--- src/rtl/dom_pkg.sv ---
`default_nettype none
// +----------------------------------------------------------------------------+
// | Package : dom_pkg                                                          |
// | Purpose : Shared helpers for the DOM-indep GF(2^N) multiplier slice.       |
// |           - rndW()    : width of the fresh-randomness bus for N / SHARES   |
// |           - pairIdx() : row-major index p(i,j) of the unordered share pair |
// |           - default reduction polynomials for GF(4), GF(16), GF(256)       |
// | Revision: 1.0 - initial release                                            |
// +----------------------------------------------------------------------------+
package dom_pkg;

  localparam logic [2:0] c_POLY_N2 = 3'b111;      // x^2 + x + 1
  localparam logic [4:0] c_POLY_N4 = 5'b10011;    // x^4 + x + 1
  localparam logic [8:0] c_POLY_N8 = 9'h11B;      // x^8 + x^4 + x^3 + x + 1

  // One N-bit random word per unordered share pair.
  function automatic int rndW(input int n, input int shares);
    return n * shares * (shares - 1) / 2;
  endfunction

  // Pairs (lo,hi) with lo<hi enumerated row-major: (0,1),(0,2)...(1,2)...
  // Symmetric, so (i,j) and (j,i) land on the same random word.
  function automatic int pairIdx(input int i, input int j, input int shares);
    int lo;
    int hi;
    lo = (i < j) ? i : j;
    hi = (i < j) ? j : i;
    return lo * shares - (lo * (lo + 1)) / 2 + (hi - lo - 1);
  endfunction

endpackage
`default_nettype wire

--- src/rtl/gfn_mul.sv ---
`default_nettype none
// +----------------------------------------------------------------------------+
// | Module  : gfn_mul                                                          |
// | Purpose : Combinational GF(2^N) multiplier, polynomial basis.              |
// |           Carry-less product of A and B reduced modulo POLY.               |
// | Ports   : A [N-1:0] in  - operand A                                        |
// |           B [N-1:0] in  - operand B                                        |
// |           Q [N-1:0] out - A*B mod POLY                                     |
// | Revision: 1.0 - initial release                                            |
// +----------------------------------------------------------------------------+
module gfn_mul
  import dom_pkg::*;
#(
  parameter int         N    = 2,
  parameter logic [N:0] POLY = c_POLY_N2
) (
  input  logic [N-1:0] A,
  input  logic [N-1:0] B,
  output logic [N-1:0] Q
);

  logic [2*N-2:0] w_prod;

  always_comb begin
    w_prod = '0;
    // Shift-and-XOR partial products.
    for (int i = 0; i < N; i++) begin
      if (B[i]) begin
        for (int k = 0; k < N; k++) begin
          w_prod[i+k] = w_prod[i+k] ^ A[k];
        end
      end
    end
    // Fold the high terms back down, most significant first.
    for (int k = 2*N-2; k >= N; k--) begin
      if (w_prod[k]) begin
        for (int b = 0; b <= N; b++) begin
          w_prod[k-N+b] = w_prod[k-N+b] ^ POLY[b];
        end
      end
    end
    Q = w_prod[N-1:0];
  end

endmodule
`default_nettype wire

--- src/rtl/dom_shared_mul_gfn_hs.sv ---
`default_nettype none
// +----------------------------------------------------------------------------+
// | Module  : dom_shared_mul_gfn_hs                                            |
// | Purpose : DOM-indep masked multiplier over GF(2^N), any share count, with  |
// |           valid/ready handshake, randomness-valid qualifier and output     |
// |           backpressure. Latency 1+OUT_REG, one result per cycle.           |
// | Ports   : ClkxCI       in  clock                                           |
// |           RstxBI       in  async active-low reset                          |
// |           XxDI, YxDI   in  operand shares, share i at [i*N +: N]           |
// |           ZxDI         in  fresh randomness, one N-bit word per share pair |
// |           InValidxSI   in  X/Y valid                                       |
// |           InReadyxSO   out X/Y/Z accepted this cycle (with both valids)    |
// |           RndValidxSI  in  ZxDI is fresh                                   |
// |           QxDO         out product shares                                  |
// |           OutValidxSO  out QxDO valid                                      |
// |           OutReadyxSI  in  downstream accepts QxDO                         |
// |           RndCntxDO    out fire counter (only with DOM_RND_USAGE_CNT_EN)   |
// | Options : `define DOM_RND_USAGE_CNT_EN adds the 32-bit randomness counter. |
// | Revision: 1.0 - initial release                                            |
// +----------------------------------------------------------------------------+
module dom_shared_mul_gfn_hs
  import dom_pkg::*;
#(
  parameter int         N       = 2,
  parameter int         SHARES  = 2,
  parameter logic [N:0] POLY    = c_POLY_N2,
  parameter int         OUT_REG = 1
) (
  input  logic                          ClkxCI,
  input  logic                          RstxBI,
  input  logic [N*SHARES-1:0]           XxDI,
  input  logic [N*SHARES-1:0]           YxDI,
  input  logic [rndW(N, SHARES)-1:0]    ZxDI,
  input  logic                          InValidxSI,
  output logic                          InReadyxSO,
  input  logic                          RndValidxSI,
  output logic [N*SHARES-1:0]           QxDO,
  output logic                          OutValidxSO,
  input  logic                          OutReadyxSI
`ifdef DOM_RND_USAGE_CNT_EN
  ,
  output logic [31:0]                   RndCntxDO
`endif
);

  localparam int c_TW = N * SHARES * SHARES;

  logic [c_TW-1:0]       w_term;   // next T[i][j], flat at (i*SHARES+j)*N
  logic [c_TW-1:0]       r_t;      // stage-1 registers
  logic [N*SHARES-1:0]   w_q;      // compressed shares
  logic                  r_v1;
  logic                  w_fire;
  logic                  w_adv1;   // stage 1 hands its content on this cycle

  // Partial products. Cross terms are masked before they reach a register,
  // so no flop ever holds an unmasked x_i*y_j with i != j.
  for (genvar i = 0; i < SHARES; i++) begin : g_row
    for (genvar j = 0; j < SHARES; j++) begin : g_col
      logic [N-1:0] w_prod;

      gfn_mul #(
        .N    (N),
        .POLY (POLY)
      ) u_mul (
        .A (XxDI[i*N +: N]),
        .B (YxDI[j*N +: N]),
        .Q (w_prod)
      );

      if (i == j) begin : g_inner
        assign w_term[(i*SHARES+j)*N +: N] = w_prod;
      end else begin : g_cross
        localparam int c_P = pairIdx(i, j, SHARES);
        assign w_term[(i*SHARES+j)*N +: N] = w_prod ^ ZxDI[c_P*N +: N];
      end
    end
  end

  // Ready does not look at RndValidxSI; only the fire qualifies on it.
  assign InReadyxSO = ~r_v1 | w_adv1;
  assign w_fire     = InValidxSI & RndValidxSI & InReadyxSO;

  always_ff @(posedge ClkxCI or negedge RstxBI) begin
    if (!RstxBI) begin
      r_t  <= '0;
      r_v1 <= 1'b0;
    end else begin
      if (w_fire) begin
        r_t  <= w_term;
        r_v1 <= 1'b1;
      end else if (w_adv1) begin
        r_v1 <= 1'b0;
      end
    end
  end

  // Domain-wise compression: q_i = XOR_j T[i][j].
  always_comb begin
    w_q = '0;
    for (int i = 0; i < SHARES; i++) begin
      for (int j = 0; j < SHARES; j++) begin
        w_q[i*N +: N] = w_q[i*N +: N] ^ r_t[(i*SHARES+j)*N +: N];
      end
    end
  end

  if (OUT_REG != 0) begin : g_outReg
    logic                r_v2;
    logic [N*SHARES-1:0] r_q;

    assign w_adv1 = r_v1 & (~r_v2 | OutReadyxSI);

    always_ff @(posedge ClkxCI or negedge RstxBI) begin
      if (!RstxBI) begin
        r_q  <= '0;
        r_v2 <= 1'b0;
      end else begin
        if (w_adv1) begin
          r_q  <= w_q;
          r_v2 <= 1'b1;
        end else if (OutReadyxSI) begin
          r_v2 <= 1'b0;
        end
      end
    end

    assign QxDO        = r_q;
    assign OutValidxSO = r_v2;
  end else begin : g_outComb
    // Stage 1 registers drive the output directly; they hold while stalled.
    assign w_adv1      = r_v1 & OutReadyxSI;
    assign QxDO        = w_q;
    assign OutValidxSO = r_v1;
  end

`ifdef DOM_RND_USAGE_CNT_EN
  logic [31:0] r_rndCnt;

  always_ff @(posedge ClkxCI or negedge RstxBI) begin
    if (!RstxBI) begin
      r_rndCnt <= '0;
    end else if (w_fire) begin
      r_rndCnt <= r_rndCnt + 32'd1;
    end
  end

  assign RndCntxDO = r_rndCnt;
`endif

endmodule
`default_nettype wire

--- config.mk ---
export PLATFORM = sky130hd
export DESIGN_NAME = dom_shared_mul_gfn_hs
export DESIGN_NICKNAME = d
export VERILOG_FILES = /design/src/rtl/dom_pkg.sv /design/src/rtl/gfn_mul.sv /design/src/rtl/dom_shared_mul_gfn_hs.sv
export SDC_FILE = /design/constraint.sdc
export NUM_CORES = 1
export LEC_CHECK = 0
export BUFFER_PORTS_ARGS = -buffer_cell sky130_fd_sc_hd__buf_2
export CORE_MARGIN = 5
export CORE_UTILIZATION = 53
export CTS_BUF_LIST = sky130_fd_sc_hd__clkbuf_4 sky130_fd_sc_hd__clkbuf_8
export DETAILED_ROUTE_END_ITERATION = 16
export GPL_ROUTABILITY_DRIVEN = 0
export MAX_ROUTING_LAYER = met4
export PLACE_DENSITY = 0.8
export REMOVE_ABC_BUFFERS = 1
export SLEW_MARGIN = 40
export SYNTH_ARGS = -nofsm -noshare
export SYNTH_HDL_FRONTEND = slang
export SYNTH_SLANG_ARGS = --single-unit
--- constraint.sdc ---
create_clock -name ClkxCI -period 1.37 [get_ports ClkxCI]
set_input_delay 0.274 -clock ClkxCI [delete_from_list [all_inputs] [get_ports ClkxCI]]
set_output_delay 0.274 -clock ClkxCI [all_outputs]
set_load 0.01 [all_outputs]
Yosys cells after proc, flatten, opt, wreduce, memory -nomap -nowiden
Cells that the tools add are included.
Widths: inputs -> output; s select.
{"block": "word_totals", "regBits": 14, "in_bits": 15, "output_inout_bits": 6, "wordCells": 45}
{"block": "op_classes", "mux": 16, "n_bitwise": 23, "n_reduce_logical": 2}
{"cell": "$mux 2", "n": 12}
{"cell": "$not 1->1", "n": 10}
{"cell": "$xor 2x2->2", "n": 4}
{"cell": "$mux 1", "n": 4}
{"cell": "$reduce_bool 2->1", "n": 2}
{"cell": "$xor 1x1->1", "n": 4}
{"cell": "$and 1x1->1", "n": 3}
{"cell": "$or 1x1->1", "n": 2}

Longest topological paths before layout
Gate-level depths: netlist of the first run.
{"block": "depth", "word_depth": 6, "mapped_depth": 5, "depth_no_buf": 4}

Modules after synthesis
From an unflattened synthesis of the first run, not the netlist that was laid out.
{"block": "hier_totals", "cells_unflattened": 70, "hier_area_um2": 864.6}
{"module": "dom_shared_mul_gfn_hs", "n_inst": 1, "cells_per_inst": 42, "area_per_inst_um2": 654.4, "seq_area_each_um2": 350.3}
{"module": "gfn_mul", "n_inst": 4, "cells_per_inst": 7, "area_per_inst_um2": 52.6, "seq_area_each_um2": 0.0}

Worst setup path after synthesis of the first run
No wires, ideal clock.
{"block": "synth_path", "path_type": "reg-to-reg", "start": "register g_outReg.r_v2, in the netlist OutValidxSO", "end": "register r_t[5]", "setup_ns": 0.069, "arrival_time_ns": 1.173, "required_ns": 1.301, "setup_slack_ns": 0.128, "path_stages_with_launch": 5, "path_buffers": 0, "period_less_slack_ns": 1.242, "cell_sequence": "dfrtp_1 -> nand3b_1 -> nand3_1 -> a311o_1 -> nand3_1"}
{"block": "synth_via", "elab_chain_cells": 5}
{"item": "start: declaration", "line_no": "dom_shared_mul_gfn_hs.sv:108", "rtl": "logic r_v2;"}
{"item": "start signal: assignment", "line_no": "dom_shared_mul_gfn_hs.sv:116", "rtl": "r_v2 <= 1'b0;"}
{"item": "start signal: assignment", "line_no": "dom_shared_mul_gfn_hs.sv:120", "rtl": "r_v2 <= 1'b1;"}
{"item": "start signal: assignment", "line_no": "dom_shared_mul_gfn_hs.sv:122", "rtl": "r_v2 <= 1'b0;"}
{"item": "$not 1->1", "line_no": "dom_shared_mul_gfn_hs.sv:111", "rtl": "assign w_adv1 = r_v1 & (~r_v2 | OutReadyxSI);"}
{"item": "$or 1x1->1", "line_no": "dom_shared_mul_gfn_hs.sv:111"}
{"item": "$and 1x1->1", "line_no": "dom_shared_mul_gfn_hs.sv:111"}
{"item": "$or 1x1->1", "line_no": "dom_shared_mul_gfn_hs.sv:80", "rtl": "assign InReadyxSO = ~r_v1 | w_adv1;"}
{"item": "via InReadyxSO", "line_no": "dom_shared_mul_gfn_hs.sv:35", "rtl": "output logic InReadyxSO,"}
{"item": "$and 1x1->1", "line_no": "dom_shared_mul_gfn_hs.sv:81", "rtl": "assign w_fire = InValidxSI & RndValidxSI & InReadyxSO;"}
{"item": "end signal: assignment", "line_no": "dom_shared_mul_gfn_hs.sv:89", "rtl": "r_t <= w_term;"}
{"item": "end: declaration", "line_no": "dom_shared_mul_gfn_hs.sv:49", "rtl": "logic [c_TW-1:0] r_t;"}
The timed path passes the listed nets, and every way through them passes these cells.
A chain may end at the register's enable or synchronous reset.

Worst setup path in the final report of the first run
{"block": "layout_path", "start": "register g_outReg.r_v2, in the netlist OutValidxSO", "end": "output InReadyxSO"}
{"block": "layout_via", "elab_chain_cells": 4}
{"item": "$not 1->1", "line_no": "dom_shared_mul_gfn_hs.sv:111"}
{"item": "$or 1x1->1", "line_no": "dom_shared_mul_gfn_hs.sv:111"}
{"item": "$and 1x1->1", "line_no": "dom_shared_mul_gfn_hs.sv:111"}
{"item": "$or 1x1->1", "line_no": "dom_shared_mul_gfn_hs.sv:80"}
{"item": "end: declaration", "line_no": "dom_shared_mul_gfn_hs.sv:35"}
Every way passes these cells.

==> flow_metrics.py, run 1 <==
metrics = {
    "run_status": {
        "status": "finished, final reports clean",
    },
    "floorplan": {
        "core_sq_mm": 0.001471,
        "die_w_um": 48.93,
        "io_pins": 21,
        "rows": 14,
        "die_h_um": 48.93,
        "die_area_sq_mm": 0.002394,
        "start_util": 0.5459,
    },
    "route": {
        "first_iter_violations": 4,
        "dr.pass1.iters": 6,
        "via_per_inst": 5.336,
        "ant_nets": 0,
        "wire_per_inst_um": 11.52,
        "drc": 0,
        "via_count": 683,
        "postRouteWirelength_um": 1474,
    },
    "setup_path": {
        "r2r_start": "OutValidxSO",
        "cp-startpoint": "OutValidxSO",
        "crit_path_end_kind": "output pin",
        "path_cells": "nand3b_1 -> buf_2",
        "critPathArrivalTime_ns": 0.97,
        "cpPeakStageDelay_ns": 0.40,
        "reg2reg_setup_slack_ns": 0.15,
        "critPathRequiredTime_ns": 1.10,
        "critPathBufInv": 1,
        "critical_path.top_delay_family": "flip-flops",
        "critPathSlowestCell": "dfrtp_1",
        "cp-start-kind": "flip-flop",
        "critical_path_class": "flip-flop to output pin",
        "critPathMaxFanout": 4,
    },
    "power_and_ir_drop": {
        "power_frac_seq": 0.483,
        "combPwrFrac": 0.267,
        "power_switching_uw": 328.0,
        "p_sw_frac": 0.2868,
        "pwr-share-clk": 0.250,
        "power.density_mw_per_mm2": 1167,
        "vdd_drop_max_uv": 447.7,
        "p_leak_nw": 0.4595,
        "internal_power_uw": 815.7,
    },
    "hold_path": {
        "hp-class": "input pin to flip-flop",
        "min-delay-start": "RndValidxSI",
    },
    "timing": {
        "relSlewSlack": 0.8036,
        "worst_slack_ns": 0.1262,
        "finalSetupTns_ns": 0,
        "rsz0062_at_grt": "no",
        "post-route-period-util": 0.9079,
        "finalClockSkew_ns": 0.002526,
        "slew_viol_final": 0,
        "tightestPinTransition_ns": 0.2946,
        "fmaxAchievable_mhz": 804.0,
        "min_period_ns": 1.244,
        "hold_viol_final": 0,
        "setup_viol": 0,
    },
    "global_route": {
        "grt_antenna_before_repair": 0,
        "grt_max_degree": 15,
        "overflow": 0,
        "grt_pass1_wl_um": 2870,
        "grt_pass1_vias": 716,
        "grt_use_total": 0.1510,
    },
    "synthesis": {
        "syn_area_sq_um": 803.3,
        "synth-compound-area-share": 0.1355,
        "synthSimpleGateAreaFrac": 0.2259,
        "yosys.area_share.adder": 0,
        "syn_area_per_cell_sq_um": 9.340,
        "ys_types": 24,
        "synth_mux_area_frac": 0.06075,
        "synth_seq_cells": 14,
        "synth_cells": 86,
        "ys_seq_area_frac": 0.4361,
        "yosys_warnings": 0,
        "synth_xor_area_frac": 0.1308,
        "synth_top_family_by_area": "simple AND/OR/NAND/NOR gates",
    },
    "clocking": {
        "clkTransAtPathRegs_ns": 0.08,
        "cts_buffer_depth": 2,
        "cts-root-buf": "clkbuf_4",
        "cts.sinks": 14,
        "cts_resized": 0,
        "hold_buffers": 1,
        "cts_tree": "done",
        "numCtsBuffers": 3,
        "htreeDepth": 1,
        "clk_latency_ns": 0.27,
        "post_cts.repair.setup_buffers": 0,
    },
    "cells_and_area": {
        "multi_input_area_sq_um": 444.2,
        "final_nets": 128,
        "layout-drive-gt1-share": 0.2946,
        "layout.area.seq_sq_um": 350.3,
        "n_fill_cell": 142,
        "num_antenna_cells": 0,
        "area_growth_pct": 21.96,
    },
    "run": {
        "maxCapViolCount": 0,
    },
    "place": {
        "io_buffers": 20,
        "pre_cts_ws_ns": 0.08549,
        "dp_hpwl_um": 1193,
    },
}
==> state kept, by name, summed over array words and instances (netlist names) <==
name         cells
OutValidxSO      1
QxDO             4
r_t              8
r_v1             1
==> Yosys cell counts <==
master     instances  area (sq um)
buf_2              1         5.000
xor2_1             3         26.28
a22oi_1            1         7.510
a21o_1             1         7.510
nand2_1           23         86.33
mux2_4             1         15.01
nor2_1             1         3.750
nand2b_1           2         12.51
mux2_2             3         33.78
a311o_1            1         10.01
dfrtp_1           14         350.3
a21oi_1            1         5.000
o21ai_1            1         5.000
xnor2_1            9         78.83
nor2b_2            1         8.760
nor3b_1            1         7.510
inv_1              1         3.750
nand3_1            3         15.01
and4bb_2           1         12.51
nand3b_1           3         22.52
o2111ai_1          1         8.760
o21ai_0           10         50.05
nor2b_1            2         12.51
a221oi_2           1         15.01
==> metal layers <==
layer	GRT usage	routed length [um]	up-vias
met5	-	0	-
met4	0.08072	19	0
met3	0.02446	96	2
met2	0.2609	745	19
met1	0.1635	612	315
li1	-	-	347
==> cells in the final DEF (no fill, tap or decap), types with 3 or more instances in the layout <==
cell	count
nand3_1	3
clkbuf_4	3
dfrtp_1	14
nand3b_1	3
buf_2	20
mux2_2	3
xor2_1	3
nand2_1	23
xnor2_1	9
o21ai_0	10
==> metrics by stage <==
stage | area [sq um] | power, mW | hold WS [ns] | std cells | util
2_1_floorplan | 798.3 | 0.7421 | -0.02159 | 85 | -
4_1_cts | 979.7 | 1.159 | 0.2466 | 128 | 0.6658
3_5_place_dp | 933.4 | 0.8708 | 0.1777 | 123 | 0.6344
3_3_place_gp | 933.4 | 0.8598 | 0.1737 | 123 | 0.6344
5_1_grt | 979.7 | 1.244 | 0.2624 | 128 | 0.6658
6_report | 979.7 | 1.144 | 0.2523 | 128 | 0.6658
==> worst register-to-register path: stages (launching register included) <==
cell and delay, ns:
dfrtp_1 0.40, nand3b_1 0.14, nand3_1 0.18, buf_4 0.22, a21o_1 0.17
==> final timing paths <==
kind	end	cells past startpoint
setup / recovery	InReadyxSO	2
hold / removal	r_v1	3
setup reg to reg	r_t[7]	4
hold reg to reg	QxDO[3]	2
max in group asynchronous	QxDO[0]	2
min in group asynchronous	r_t[1]	2
==> final cells by class <==
class,count,area share
clock buffers,4,0.03704
well taps,16,0.02043
repair buffers,23,0.1277
multi-input cells,70,0.4534
inverters,1,0.003831
flip-flops and latches,14,0.3576
==> power groups by stage <==
stage	clock network, mW	logic (mW)	registers (mW)
final	0.286	0.305	0.552
after global routing	0.320	0.355	0.570
after CTS	0.293	0.312	0.554
after detailed placement	0	0.308	0.563
after global placement	0	0.301	0.558
after floorplan	0	0.162	0.580
==> kinds of logic (layout without fill, tap and decap cells) <==
group / after synthesis / in the layout
compound gates: 17 / 17
xor+xnor: 12 / 12
buf+inv: 2 / 28
flops: 14 / 14
mux: 4 / 4
simple gates: 37 / 37
Note: power is estimated with default switching activity, not from simulation.
==> run 2, diff against run 1 <==
- PLACE_DENSITY: 0.8 -> default
- PLACE_DENSITY_LB_ADDON: default -> 0.1
==> run 2 against run 1 <==
Net effect: sequential share of layout area increased by 0.51 points; setup slack improved by 0.015 ns; worst hold slack got worse by 0.0096 ns; register-to-register slack improved by 0.03 ns; global-route usage decreased by 1.9 points; combinational power about the same; clock power decreased by 23%; core utilization decreased by 0.94 points; largest power group unchanged.
==> flow_metrics.py, run 2 (synthesis results as in run 1) <==
metrics = {
    "run_status": {
        "status": "finished, final reports clean",
    },
    "route": {
        "dr.pass1.iters": 2,
        "postRouteWirelength_um": 1392,
        "via_per_inst": 5.110,
        "ant_nets": 0,
        "via_count": 649,
        "drc": 0,
        "wire_per_inst_um": 10.96,
        "first_iter_violations": 3,
    },
    "timing": {
        "relSlewSlack": 0.7971,
        "finalClockSkew_ns": 0.008245,
        "tightestPinTransition_ns": 0.3044,
        "post-route-period-util": 0.8971,
        "slew_viol_final": 0,
        "hold_viol_final": 0,
        "fmaxAchievable_mhz": 813.6,
        "holdWs_ns": 0.2427,
        "rsz0062_at_grt": "no",
        "min_period_ns": 1.229,
        "setup_viol": 0,
    },
    "clocking": {
        "post_cts.repair.setup_buffers": 0,
        "cts.sinks": 14,
        "clkTransAtPathRegs_ns": 0.07,
        "htreeDepth": 1,
        "clk_latency_ns": 0.28,
        "cts-root-buf": "clkbuf_4",
        "cts_buffer_depth": 2,
        "cts_tree": "done",
        "numCtsBuffers": 3,
        "cts_resized": 0,
    },
    "setup_path": {
        "critical_path.top_delay_family": "flip-flops",
        "critPathSlowestCell": "dfrtp_1",
        "critPathBufInv": 1,
        "reg2reg_setup_slack_ns": 0.18,
        "critical_path_class": "flip-flop to output pin",
        "reg2regPathDepth": 4,
        "critPathMaxFanout": 4,
        "cp-start-kind": "flip-flop",
        "critPathRequiredTime_ns": 1.10,
        "cp-startpoint": "OutValidxSO",
        "cpPeakStageDelay_ns": 0.39,
        "path_cells": "nand3b_1 -> buf_2",
        "crit_path_end_kind": "output pin",
        "r2r-end": "r_t[7]",
        "critPathArrivalTime_ns": 0.96,
        "r2r_start": "OutValidxSO",
    },
    "global_route": {
        "use_met1": 0.1686,
        "grt_antenna_before_repair": 0,
        "grt_util_met2": 0.1935,
        "grt_pass1_vias": 576,
        "grt_max_degree": 15,
        "overflow": 0,
        "grt_pass1_wl_um": 2442,
        "grt.busiest_layer": "met2",
        "grt_use_total": 0.1319,
        "grtUsageMet3": 0.02141,
    },
    "cells_and_area": {
        "num_antenna_cells": 0,
        "final_nets": 128,
        "final_common_cell": "nand2_1",
        "mostFrequentLayoutCells": "nand2_1 (23), buf_2 (20), dfrtp_1 (14), o21ai_0 (10), xnor2_1 (9)",
        "regMostFlops": "r_t",
        "finalNonFillerCells": 127,
        "largest_register_ff_count": 8,
        "area_growth_pct": 20.25,
        "layout-drive-gt1-share": 0.2883,
    },
    "floorplan": {
        "core_sq_mm": 0.001471,
        "io_pins": 21,
        "die_w_um": 48.93,
        "die_area_sq_mm": 0.002394,
        "rows": 14,
        "start_util": 0.5459,
        "die_h_um": 48.93,
    },
    "place": {
        "io_buffers": 20,
        "placed_cells": 123,
        "dp_hpwl_um": 1118,
    },
    "hold_path": {
        "hold_end": "r_v1",
        "min_path_cells": 3,
        "hp-class": "input pin to flip-flop",
        "min-delay-start": "RndValidxSI",
    },
    "run": {
        "maxCapViolCount": 0,
    },
    "power_and_ir_drop": {
        "power.density_mw_per_mm2": 1114,
        "total_power_mw": 1.076,
        "vdd_drop_max_uv": 516.6,
        "p_leak_nw": 0.4523,
    },
}
-- run 2: cell count changes in the layout (fill, tap and decap cells not counted), sizes merged --
| cell | change |
|---|---|
| clkbuf | -1 |
-- run 2: cell type report --
class / count / area (sq um)
clock buffers: 3 / 22.52
fillers: 132 / 505.5
inverters: 1 / 3.754
multi-input cells: 70 / 444.2
flip-flops and latches: 14 / 350.3
well taps: 16 / 20.02
repair buffers: 23 / 125.1
-- run 2: how the worst max path moves through the flow --
stage	endpoint	slack (ns)	cells after the start
floorplan	r_t[5]	-0.08	4
global placement	r_t[3]	0.08	5
detailed placement	r_t[3]	0.05	5
CTS	InReadyxSO	0.12	2
global route	InReadyxSO	0.06	2
finish	InReadyxSO	0.14	2
-- run 2: metrics by stage --
stage / instance area (sq um) / setup WS (ns) / setup TNS, ns / utilization
final: 965.9 / 0.1409 / 0 / 0.6565
after floorplan: 798.3 / -0.07610 / -0.07610 / -
after global placement: 933.4 / 0.07788 / 0 / 0.6344
after detailed placement: 933.4 / 0.05348 / 0 / 0.6344
after CTS: 965.9 / 0.1224 / 0 / 0.6565
after global routing: 965.9 / 0.06221 / 0 / 0.6565
-- run 2: worst min-delay path, delay by kind of cell --
kind / cells / cell delay, ns
buf+inv: 1 / 0.08
simple gates: 2 / 0.12
-- run 2: per-layer routing --
| metal | up-vias | wire (um) |
|---|---|---|
| li1 | 349 | - |
| met1 | 281 | 629 |
| met2 | 17 | 677 |
| met3 | 2 | 69 |
| met4 | 0 | 15 |
| met5 | - | 0 |
-- run 2: timing repair --
| item | in CTS | in global routing |
|---|---|---|
| hold buffers | 1 | 0 |
| hold endpoints to repair | 14 | 0 |
| setup endpoints to repair | 0 | 0 |
-- run 2: power by group --
group          internal (mW)  switching, mW
logic                  0.152          0.150
clock network          0.102          0.120
registers              0.502         0.0500
total                  0.756          0.320
